**config.mk**
```make
export PLATFORM = sky130hd
export DESIGN_NAME = uart_cmd_parser
export DESIGN_NICKNAME = d
export VERILOG_FILES = /design/src/rtl/uart_cmd_parser_pkg.sv /design/src/rtl/uart_cmd_parser_resp.sv /design/src/rtl/uart_cmd_parser.sv
export SDC_FILE = /design/constraint.sdc
export NUM_CORES = 1
export LEC_CHECK = 0
export CAP_MARGIN = 20
export CORE_AREA = 2 2 107 109
export DETAILED_ROUTE_END_ITERATION = 8
export DIE_AREA = 0 0 109 111
export GPL_ROUTABILITY_DRIVEN = 0
export PLACE_DENSITY_LB_ADDON = 0.15
export SLEW_MARGIN = 0
export SYNTH_ARGS = -nofsm -noshare
export SYNTH_HDL_FRONTEND = slang
export SYNTH_HIERARCHICAL = 1
export SYNTH_SLANG_ARGS = --single-unit
```
**constraint.sdc**
```tcl
create_clock -name CLK -period 4.08 [get_ports CLK]
set_input_delay 0.408 -clock CLK [delete_from_list [all_inputs] [get_ports CLK]]
set_output_delay 0.408 -clock CLK [all_outputs]
set_load 0.02 [all_outputs]
```
**src/rtl/uart_cmd_parser_pkg.sv**
```systemverilog
`default_nettype none
// ============================================================================
// Module      : uart_cmd_parser_pkg
// Description : Shared definitions for the UART command parser: ASCII
//               character codes, parser FSM states and response identifiers.
// Revision    : 1.0 - initial release
// ============================================================================
package uart_cmd_parser_pkg;

  // ASCII characters recognised or emitted by the parser
  localparam logic [7:0] CH_S  = 8'h53;  // 'S'
  localparam logic [7:0] CH_Q  = 8'h3F;  // '?'
  localparam logic [7:0] CH_LF = 8'h0A;  // '\n'
  localparam logic [7:0] CH_CR = 8'h0D;  // '\r'
  localparam logic [7:0] CH_0  = 8'h30;  // '0'
  localparam logic [7:0] CH_9  = 8'h39;  // '9'
  localparam logic [7:0] CH_O  = 8'h4F;  // 'O'
  localparam logic [7:0] CH_K  = 8'h4B;  // 'K'
  localparam logic [7:0] CH_E  = 8'h45;  // 'E'
  localparam logic [7:0] CH_R  = 8'h52;  // 'R'
  localparam logic [7:0] CH_B  = 8'h42;  // 'B'

  // Parser FSM states
  typedef enum logic [2:0] {
    IDLE      = 3'd0,
    DIGITS    = 3'd1,
    WAIT_LF_S = 3'd2,
    WAIT_LF_Q = 3'd3,
    SKIP      = 3'd4,
    RESP      = 3'd5
  } state_t;

  // Response selector handed to the sender
  typedef enum logic [1:0] {
    RSP_OK  = 2'd0,
    RSP_ER  = 2'd1,
    RSP_BTN = 2'd2
  } rsp_t;

endpackage
`default_nettype wire

```
**src/rtl/uart_cmd_parser_resp.sv**
```systemverilog
`default_nettype none
// ============================================================================
// Module      : uart_resp_sender
// Description : Holds one response string ("OK\n", "ER\n" or "B<bits>\n") and
//               streams it out over a valid/ready handshake.
// Ports       : clk, rst_n     - clock, async active-low reset
//               load, rsp_id   - capture a new response (id selects text)
//               btn            - button levels captured for a "B" response
//               tx_ready       - downstream accepts byte when valid && ready
//               tx_data/valid  - current byte, held stable until accepted
//               done           - high in the cycle the last byte is accepted
// Revision    : 1.0 - initial release
// ============================================================================
module uart_resp_sender
  import uart_cmd_parser_pkg::*;
#(
  parameter int NUM_BTNS = 3
) (
  input  logic                clk,
  input  logic                rst_n,
  input  logic                load,
  input  rsp_t                rsp_id,
  input  logic [NUM_BTNS-1:0] btn,
  input  logic                tx_ready,
  output logic [7:0]          tx_data,
  output logic                tx_valid,
  output logic                done
);

  localparam int DEPTH = NUM_BTNS + 2;
  localparam int PTR_W = $clog2(DEPTH);

  logic [7:0]       rsp_mem  [DEPTH];
  logic [7:0]       load_mem [DEPTH];
  logic [PTR_W-1:0] ptr;
  logic [PTR_W-1:0] last;
  logic [PTR_W-1:0] load_last;

  // Text of the response to be captured on load
  always_comb begin
    for (int i = 0; i < DEPTH; i++) load_mem[i] = 8'h00;
    load_last = PTR_W'(2);
    case (rsp_id)
      RSP_OK: begin
        load_mem[0] = CH_O;
        load_mem[1] = CH_K;
        load_mem[2] = CH_LF;
      end
      RSP_BTN: begin
        load_mem[0] = CH_B;
        // '0' | bit gives '0' or '1'; BTN[0] is reported first
        for (int i = 0; i < NUM_BTNS; i++) load_mem[i+1] = CH_0 | {7'd0, btn[i]};
        load_mem[NUM_BTNS+1] = CH_LF;
        load_last = PTR_W'(NUM_BTNS + 1);
      end
      default: begin
        load_mem[0] = CH_E;
        load_mem[1] = CH_R;
        load_mem[2] = CH_LF;
      end
    endcase
  end

  always_ff @(posedge clk or negedge rst_n) begin
    if (!rst_n) begin
      for (int i = 0; i < DEPTH; i++) rsp_mem[i] <= 8'h00;
      ptr      <= '0;
      last     <= '0;
      tx_valid <= 1'b0;
    end else if (load) begin
      rsp_mem  <= load_mem;
      ptr      <= '0;
      last     <= load_last;
      tx_valid <= 1'b1;
    end else if (tx_valid && tx_ready) begin
      if (ptr == last) tx_valid <= 1'b0;
      else             ptr      <= ptr + 1'b1;
    end
  end

  // Pointer only moves on a handshake, so the byte is stable while stalled
  assign tx_data = rsp_mem[ptr];
  assign done    = tx_valid && tx_ready && (ptr == last);

endmodule
`default_nettype wire

```
**src/rtl/uart_cmd_parser.sv**
```systemverilog
`default_nettype none
// ============================================================================
// Module      : uart_cmd_parser
// Description : Parses ASCII commands from the UART receiver: "Sddd\n" sets
//               the LED mask, "?\n" reports the buttons. Answers OK/ER/B...
//               towards the UART transmitter.
// Ports       : CLK, RST_N           - clock, async active-low reset
//               RX_DATA, RX_VALID    - received byte strobe
//               BTN                  - synchronised button levels
//               LED                  - LED mask register
//               TX_DATA, TX_VALID,
//               TX_READY             - response byte handshake
//               CMD_ERR              - pulse when an "ER" response is queued
// Revision    : 1.0 - initial release
// ============================================================================
module uart_cmd_parser
  import uart_cmd_parser_pkg::*;
#(
  parameter int NUM_LEDS       = 5,
  parameter int NUM_BTNS       = 3,
  parameter int TIMEOUT_CYCLES = 1200000
) (
  input  logic                CLK,
  input  logic                RST_N,
  input  logic [7:0]          RX_DATA,
  input  logic                RX_VALID,
  input  logic [NUM_BTNS-1:0] BTN,
  output logic [NUM_LEDS-1:0] LED,
  output logic [7:0]          TX_DATA,
  output logic                TX_VALID,
  input  logic                TX_READY,
  output logic                CMD_ERR
);

  localparam int               TMO_W    = $clog2(TIMEOUT_CYCLES);
  localparam logic [TMO_W-1:0] TMO_LAST = TMO_W'(TIMEOUT_CYCLES - 1);
  localparam logic [9:0]       LED_MAX  = 10'((1 << NUM_LEDS) - 1);

  state_t           state, state_n;
  logic [9:0]       acc, acc_n;
  logic [1:0]       cnt, cnt_n;
  logic [TMO_W-1:0] tmo, tmo_n;
  logic             load, led_we, done, rx_take, is_digit;
  rsp_t             rsp_sel;

  always_ff @(posedge CLK or negedge RST_N) begin
    if (!RST_N) begin
      state   <= IDLE;
      acc     <= '0;
      cnt     <= '0;
      tmo     <= '0;
      LED     <= '0;
      CMD_ERR <= 1'b0;
    end else begin
      state   <= state_n;
      acc     <= acc_n;
      cnt     <= cnt_n;
      tmo     <= tmo_n;
      if (led_we) LED <= acc[NUM_LEDS-1:0];
      CMD_ERR <= load && (rsp_sel == RSP_ER);
    end
  end

  always_comb begin
    state_n = state;
    acc_n   = acc;
    cnt_n   = cnt;
    tmo_n   = tmo;
    load    = 1'b0;
    led_we  = 1'b0;
    rsp_sel = RSP_OK;
    // Carriage returns are invisible; nothing is taken while answering
    rx_take  = RX_VALID && (RX_DATA != CH_CR) && (state != RESP);
    is_digit = (RX_DATA >= CH_0) && (RX_DATA <= CH_9);

    if (state == RESP) begin
      tmo_n = '0;
      if (done) state_n = IDLE;
    end else if (rx_take) begin
      tmo_n = '0;
      case (state)
        IDLE: begin
          if (RX_DATA == CH_S) begin
            state_n = DIGITS;
            acc_n   = '0;
            cnt_n   = '0;
          end else if (RX_DATA == CH_Q) begin
            state_n = WAIT_LF_Q;
          end else if (RX_DATA != CH_LF) begin
            state_n = SKIP;
          end
        end
        DIGITS: begin
          if (is_digit) begin
            // '0'..'9' are 0x30..0x39, so the low nibble is the digit value
            acc_n = acc * 10'd10 + {6'd0, RX_DATA[3:0]};
            cnt_n = cnt + 2'd1;
            if (cnt == 2'd2) state_n = WAIT_LF_S;
          end else if (RX_DATA == CH_LF) begin
            load    = 1'b1;
            rsp_sel = RSP_ER;
          end else begin
            state_n = SKIP;
          end
        end
        WAIT_LF_S: begin
          if (RX_DATA == CH_LF) begin
            load = 1'b1;
            if (acc <= LED_MAX) begin
              led_we  = 1'b1;
              rsp_sel = RSP_OK;
            end else begin
              rsp_sel = RSP_ER;
            end
          end else begin
            state_n = SKIP;
          end
        end
        WAIT_LF_Q: begin
          if (RX_DATA == CH_LF) begin
            load    = 1'b1;
            rsp_sel = RSP_BTN;
          end else begin
            state_n = SKIP;
          end
        end
        SKIP: begin
          if (RX_DATA == CH_LF) begin
            load    = 1'b1;
            rsp_sel = RSP_ER;
          end
        end
        default: state_n = IDLE;
      endcase
      if (load) state_n = RESP;
    end else if (state != IDLE) begin
      // Partial command abandoned silently once the line has gone quiet
      if (tmo == TMO_LAST) begin
        state_n = IDLE;
        tmo_n   = '0;
      end else begin
        tmo_n = tmo + 1'b1;
      end
    end else begin
      tmo_n = '0;
    end
  end

  uart_resp_sender #(
    .NUM_BTNS (NUM_BTNS)
  ) u_sender (
    .clk      (CLK),
    .rst_n    (RST_N),
    .load     (load),
    .rsp_id   (rsp_sel),
    .btn      (BTN),
    .tx_ready (TX_READY),
    .tx_data  (TX_DATA),
    .tx_valid (TX_VALID),
    .done     (done)
  );

endmodule
`default_nettype wire
```
==> flow_metrics.env, run 1 <==
export IMPL_slew_viol_final=0
export IMPL_syn_avg_cell_area_um2=9.62
export IMPL_viasPerCell=4.95
export IMPL_cts_clk_slew_worst_paths_ns=0.07
export IMPL_fillCellCount=1119
export IMPL_rows=39
export IMPL_final_cell_mix="56 x dfrtp_1, 47 x nor2_1, 27 x clkdlybuf4s50_1"
export IMPL_syn_num_nets=399
export IMPL_r2r_setup_slack_ns=1.52
export IMPL_yosys_area_top_type="dfrtp_1"
export IMPL_postCtsSetupRepairBufs=0
export IMPL_antenna_cells=0
export IMPL_wl_met3_um=158
export IMPL_initial_core_util=0.317
export IMPL_cts_htree_levels=2
export IMPL_synth_edf_count=0
export IMPL_core_area_um2=11100
export IMPL_leakage_nw=1.72
export IMPL_clock_tree_root_cell="clkbuf_16"
export IMPL_maxSlewHeadroom=0.536
export IMPL_grt_pass1_vias=2636
export IMPL_maxCapViolCount=0
export IMPL_setup_violations_final=0
export IMPL_die_y_um=111
export IMPL_cp_depth=5
export IMPL_grt_pass1_wl_mm=12.9
export IMPL_wirelength_mm=7.52
export IMPL_arrival_ns=2.91
export IMPL_ys_seq_elements=56
export IMPL_die_w_um=109
export IMPL_grtUsageTotal=0.135
export IMPL_cellPowerDensity_nw_per_um2=327
export IMPL_synth_flop_cell="dfrtp_1"
export IMPL_peakVddDrop_mv=0.160
export IMPL_met2WireLength_mm=3.51
export IMPL_yosysTopAreaCellShare=0.399
export IMPL_overflow=0
export IMPL_cts_inserted_buffers=5
export IMPL_slowest_delay_ns=0.59
export IMPL_crit_slowest_cell="nand4b_1"
export IMPL_cts_sinks=56
export IMPL_fmax_ghz=0.367
export IMPL_finalHoldViolations=0
export IMPL_cts_path_max_buffers=2
export IMPL_portBuffers=28
export IMPL_final_common_cell="dfrtp_1"
export IMPL_synthCells=365
export IMPL_drive_above_1_share=0.0874
export IMPL_grt_max_degree=30
export IMPL_area_delta_synth_final_pct=14.7
export IMPL_top_layer="met4"
export IMPL_avgRoutedWirePerCell_um=14.1
export IMPL_post_cts_resize_count=0
export IMPL_async_flop_share=1.00
export IMPL_cp_cell_sequence="clkdlybuf4s50_1, or4b_4, o21ai_0, nand4b_1, mux2_2"
export IMPL_firstDrtPassIters=4
export IMPL_hpwlAfterDp_mm=5.52
export IMPL_drc=0
export IMPL_fin_crit_ns=2.73
export IMPL_antenna_found_initial=0
export IMPL_fin_nets=422
export IMPL_cts_tree="done"
export IMPL_status="finished clean"
export IMPL_synth_area_um2=3510
export IMPL_rsz0062_at_grt="no"
export IMPL_setup_tns_ns=0
export IMPL_wl_met1_mm=3.77
export IMPL_min_period_over_period=0.668
export IMPL_tightest_slew_ns=0.690
export IMPL_reg2regPathDepth=6
export IMPL_hold_worst_slack_ns=0.144
export IMPL_hp_class="input port to async pin"
export IMPL_insertion_delay_ns=0.29
export IMPL_start_kind="input port"
export IMPL_ios=30
export IMPL_vias=2636
export IMPL_end_kind="flop"
export IMPL_crit_path_max_fanout=16
export IMPL_final_antenna_net_count=0
export IMPL_synth_cell_types=62
export IMPL_die_area_um2=12100
export IMPL_finalClockSkew_ns=0.00329
export IMPL_crit_buf_inv=1
export IMPL_required_ns=4.26
export IMPL_ctsHoldBuffers=0
export IMPL_drt_initial_drc_count=76
export IMPL_ys_seq_area_frac=0.399
export IMPL_ys_warn_count=6
export IMPL_crit_type="input port to flop"
export IMPL_crit_family="simple AND/OR/NAND/NOR gates"
export IMPL_synth_area_top_cells="dfrtp_1 40%, ha_1 6.1%, nor2_1 5.0%"
-- sequential cells by signal, indices dropped and copies added, names as in the netlist --
signal             cells
CMD_ERR                1
LED                    5
acc                   10
cnt                    2
state                  3
tmo                   21
u_sender/last          1
u_sender/ptr           3
u_sender/rsp_mem       9
u_sender/tx_valid      1
-- cell usage after synthesis, drive strengths merged (3+ instances only) --
cell,instances
nand4b,4
o31ai,5
o211ai,3
nand4,5
xnor2,17
or4,5
xor2,19
nand3,18
clkbuf,3
or3,6
nand3b,3
dfrtp,56
and3,3
a21o,6
buf,11
ha,17
nor3b,3
mux2i,5
nand2,26
inv,16
a21oi,9
a22o,7
nor2b,6
or4b,3
o32ai,3
nor3,6
nor2,47
a211oi,5
mux2,8
o21ai,14
-- logic make-up (layout without fill, tap and decap cells) --
| kind of cell | after synthesis | count (layout) | share of synthesized area |
|---|---|---|---|
| AO/OA/AOI/OAI | 64 | 64 | 0.130 |
| XOR/XNOR | 36 | 36 | 0.0919 |
| adder cells (fa/ha/maj) | 19 | 19 | 0.0720 |
| buffers and inverters | 30 | 54 | 0.0470 |
| flip-flops | 56 | 56 | 0.399 |
| multiplexers | 13 | 13 | 0.0399 |
| other | 1 | 1 | 0.00107 |
| AND/OR/NAND/NOR | 146 | 146 | 0.219 |
-- area by class of cell --
class | instances | area, um2 | share of cell area
Inverter | 16 | 60.1 | 0.0149
Sequential cell | 56 | 1400 | 0.348
Timing Repair Buffer | 30 | 290 | 0.0720
Clock buffer | 5 | 125 | 0.0310
Multi-Input combinational cell | 279 | 1950 | 0.484
Clock inverter | 3 | 23.8 | 0.00590
Tap cell | 143 | 179 | 0.0444
-- worst paths after layout --
kind	to	startpoint
worst max-delay path	cnt[0]	RX_DATA[2]
worst min-delay path	tmo[16]	RST_N
worst max register to register	state[0]	tmo[13]
worst min register to register	u_sender/rsp_mem[38]	u_sender/rsp_mem[38]
max in group asynchronous	u_sender/rsp_mem[16]	RST_N
min in group CLK	u_sender/rsp_mem[38]	u_sender/rsp_mem[38]
-- through the flow --
stage          total power [mW]  utilization  std cells  instance area (um2)  worst slack, ns
2_1_floorplan             0.823            -        365                 3510             1.75
3_3_place_gp              0.893        0.350        524                 3880             1.08
3_5_place_dp              0.893        0.350        524                 3880             1.05
4_1_cts                    1.34        0.364        532                 4030             1.37
5_1_grt                    1.40        0.364        532                 4030             1.22
6_report                   1.32        0.364        532                 4030             1.35
-- routing by layer --
| layer | up-vias | GRT usage |
|---|---|---|
| met5 | - | 0 |
| met4 | 0 | 0.0359 |
| met3 | 6 | 0.0235 |
| met2 | 23 | 0.213 |
| met1 | 1265 | 0.189 |
| li1 | 1342 | - |
-- report_power, final --
| part | internal [mW] | switching [mW] |
|---|---|---|
| logic | 0.110 | 0.137 |
| registers | 0.574 | 0.0574 |
| clock network | 0.229 | 0.210 |
| total | 0.914 | 0.404 |
Power figures use the tool's default switching activity.
==> run 2: changes to the inputs <==
==> constraint.sdc (replaced) <==
create_clock -name CLK -period 2.2 [get_ports CLK]
set_input_delay 0.22 -clock CLK [delete_from_list [all_inputs] [get_ports CLK]]
set_output_delay 0.22 -clock CLK [all_outputs]
set_load 0.02 [all_outputs]
==> flow_metrics.env, run 2 (synthesis gave the netlist of run 1 again) <==
export IMPL_core_area_um2=11100
export IMPL_cts_inserted_buffers=5
export IMPL_fmax_ghz=0.439
export IMPL_fin_nets=493
export IMPL_violations="setup timing"
export IMPL_crit_type="flop to flop"
export IMPL_antenna_found_initial=0
export IMPL_vias=2916
export IMPL_cts_tree="done"
export IMPL_portBuffers=28
export IMPL_power_share_sequential=0.413
export IMPL_tightest_slew_ns=0.620
export IMPL_hpwlAfterDp_mm=6.17
export IMPL_overflow=0
export IMPL_viasPerCell=4.84
export IMPL_place_inst=586
export IMPL_place_ws_ns=-0.418
export IMPL_swShare=0.274
export IMPL_setup_violations_final=3
export IMPL_arrival_ns=2.46
export IMPL_register_area_um2=1410
export IMPL_worst_slack_ns=-0.0804
export IMPL_die_area_um2=12100
export IMPL_cts_sinks=56
export IMPL_final_cell_mix="66 x buf_4, 53 x dfrtp_1, 45 x nor2_1"
export IMPL_avgRoutedWirePerCell_um=13.7
export IMPL_power_total_mw=2.76
export IMPL_grt_max_degree=27
export IMPL_fin_crit_ns=2.28
export IMPL_maxCapViolCount=0
export IMPL_p_clk_frac=0.344
export IMPL_drive_above_1_share=0.272
export IMPL_grt_pass1_vias=2960
export IMPL_drc=0
export IMPL_grt_pass1_wl_mm=14.1
export IMPL_status="finished, violations left"
export IMPL_cts_path_max_buffers=2
export IMPL_final_common_cell="buf_4"
export IMPL_die_y_um=111
export IMPL_required_ns=2.38
export IMPL_clock_tree_root_cell="clkbuf_16"
export IMPL_area_delta_synth_final_pct=35.8
export IMPL_multi_input_area_um2=2060
export IMPL_end_kind="flop"
export IMPL_finalNonFillerCells=603
export IMPL_power_frac_comb=0.243
export IMPL_hp_class="input port to flop"
export IMPL_min_period_over_period=1.04
export IMPL_rows=39
export IMPL_cts_clk_slew_worst_paths_ns=0.07
export IMPL_ios=30
export IMPL_slew_viol_final=0
export IMPL_firstDrtPassIters=4
export IMPL_p_sw_uw=754
export IMPL_finalClockSkew_ns=0.00714
export IMPL_fin_area_um2=4770
export IMPL_die_w_um=109
export IMPL_dpl_instance_area_um2=4420
export IMPL_start_kind="flop"
export IMPL_drt_initial_drc_count=76
export IMPL_finalHoldViolations=0
export IMPL_maxSlewHeadroom=0.587
export IMPL_reg_largest_list="tmo (21), acc (10), u_sender/rsp_mem (9)"
export IMPL_final_util=0.431
export IMPL_rsz0062_at_grt="yes"
export IMPL_largest_register_ffs=21
export IMPL_crit_path_max_fanout=2
export IMPL_top_register="tmo"
export IMPL_final_antenna_net_count=0
export IMPL_peakVddDrop_mv=0.294
export IMPL_insertion_delay_ns=0.29
export IMPL_wirelength_mm=8.23
export IMPL_initial_core_util=0.317
export IMPL_cellPowerDensity_nw_per_um2=578
export IMPL_p_int_mw=2.00
export IMPL_antenna_cells=0
export IMPL_grtUsageTotal=0.144
export IMPL_leakage_nw=2.21
export IMPL_cts_htree_levels=2
export IMPL_fillCellCount=1047
==> run 2: cell types whose count changed in the layout (fill, tap and decap cells not counted), sizes merged <==
cell,before,now
buf,3,73
bufinv,0,1
clkbuf,5,7
clkdlybuf4s50,27,22
clkinv,1,0
clkinvlp,2,0
dlygate4sd2,0,1
dlygate4sd3,0,1
dlymetal6s2s,0,4
==> run 2: layout make-up <==
cell class,count,area share
clock buffer,7,0.0320
clock inverter,1,0.00629
inverter,16,0.0126
multi-input combinational,279,0.431
sequential,56,0.295
tap,143,0.0375
timing repair buffer,101,0.186
==> run 2: worst paths after layout <==
path / end / from / cells after the start / slack (ns)
max: acc[9] / acc[3] / 10 / -0.08
min: acc[1] / RX_DATA[1] / 4 / 0.43
max reg2reg: acc[9] / acc[3] / 10 / -0.08
min reg2reg: tmo[0] / tmo[0] / 1 / 0.47
max in group asynchronous: acc[4] / RST_N / 3 / 1.12
min in group asynchronous: acc[6] / RST_N / 2 / 0.50
==> run 2: what timing repair did <==
action / in CTS / in global routing
hold endpoints to repair: 23 / 0
setup buffers: 2 / 5
hold buffers: 1 / 0
setup endpoints to repair: 20 / 23
cloned: 0 / 1
pin swaps: 5 / 12
gates resized for setup: 12 / 16
==> run 2: per-layer routing <==
| metal | track usage | vias to the layer above | share of wire |
|---|---|---|---|
| met2 | 0.220 | 51 | 0.46 |
| li1 | - | 1481 | - |
| met3 | 0.0229 | 4 | 0.031 |
| met4 | 0.0316 | 0 | 0.0069 |
| met1 | 0.212 | 1380 | 0.50 |
| met5 | 0 | - | 0 |
==> run 2: power by group through the flow <==
stage	clock network (mW)	logic (mW)	registers (mW)
2_1_floorplan	0	0.401	1.13
3_3_place_gp	0	0.622	1.16
3_5_place_dp	0	0.624	1.16
4_1_cts	0.975	0.627	1.14
5_1_grt	1.02	0.733	1.15
6_report	0.948	0.670	1.14
==> run 2: worst max-delay path, stage by stage, from the launching register on <==
cell      delay (ns)
dfrtp_1         0.39
ha_1            0.29
ha_2            0.18
inv_2           0.04
fa_2            0.34
nand2b_4        0.15
a21oi_2         0.12
xor2_1          0.21
nand3_1         0.12
xnor2_1         0.14
a22o_1          0.19
==> run 2: through the flow <==
stage / setup TNS, ns / hold WS [ns]
after global routing: -0.570 / 0.477
after detailed placement: -13.05 / 0.272
after CTS: -0.130 / 0.471
final: -0.158 / 0.430
after floorplan: -0.0313 / -0.0756
after global placement: -12.18 / 0.273
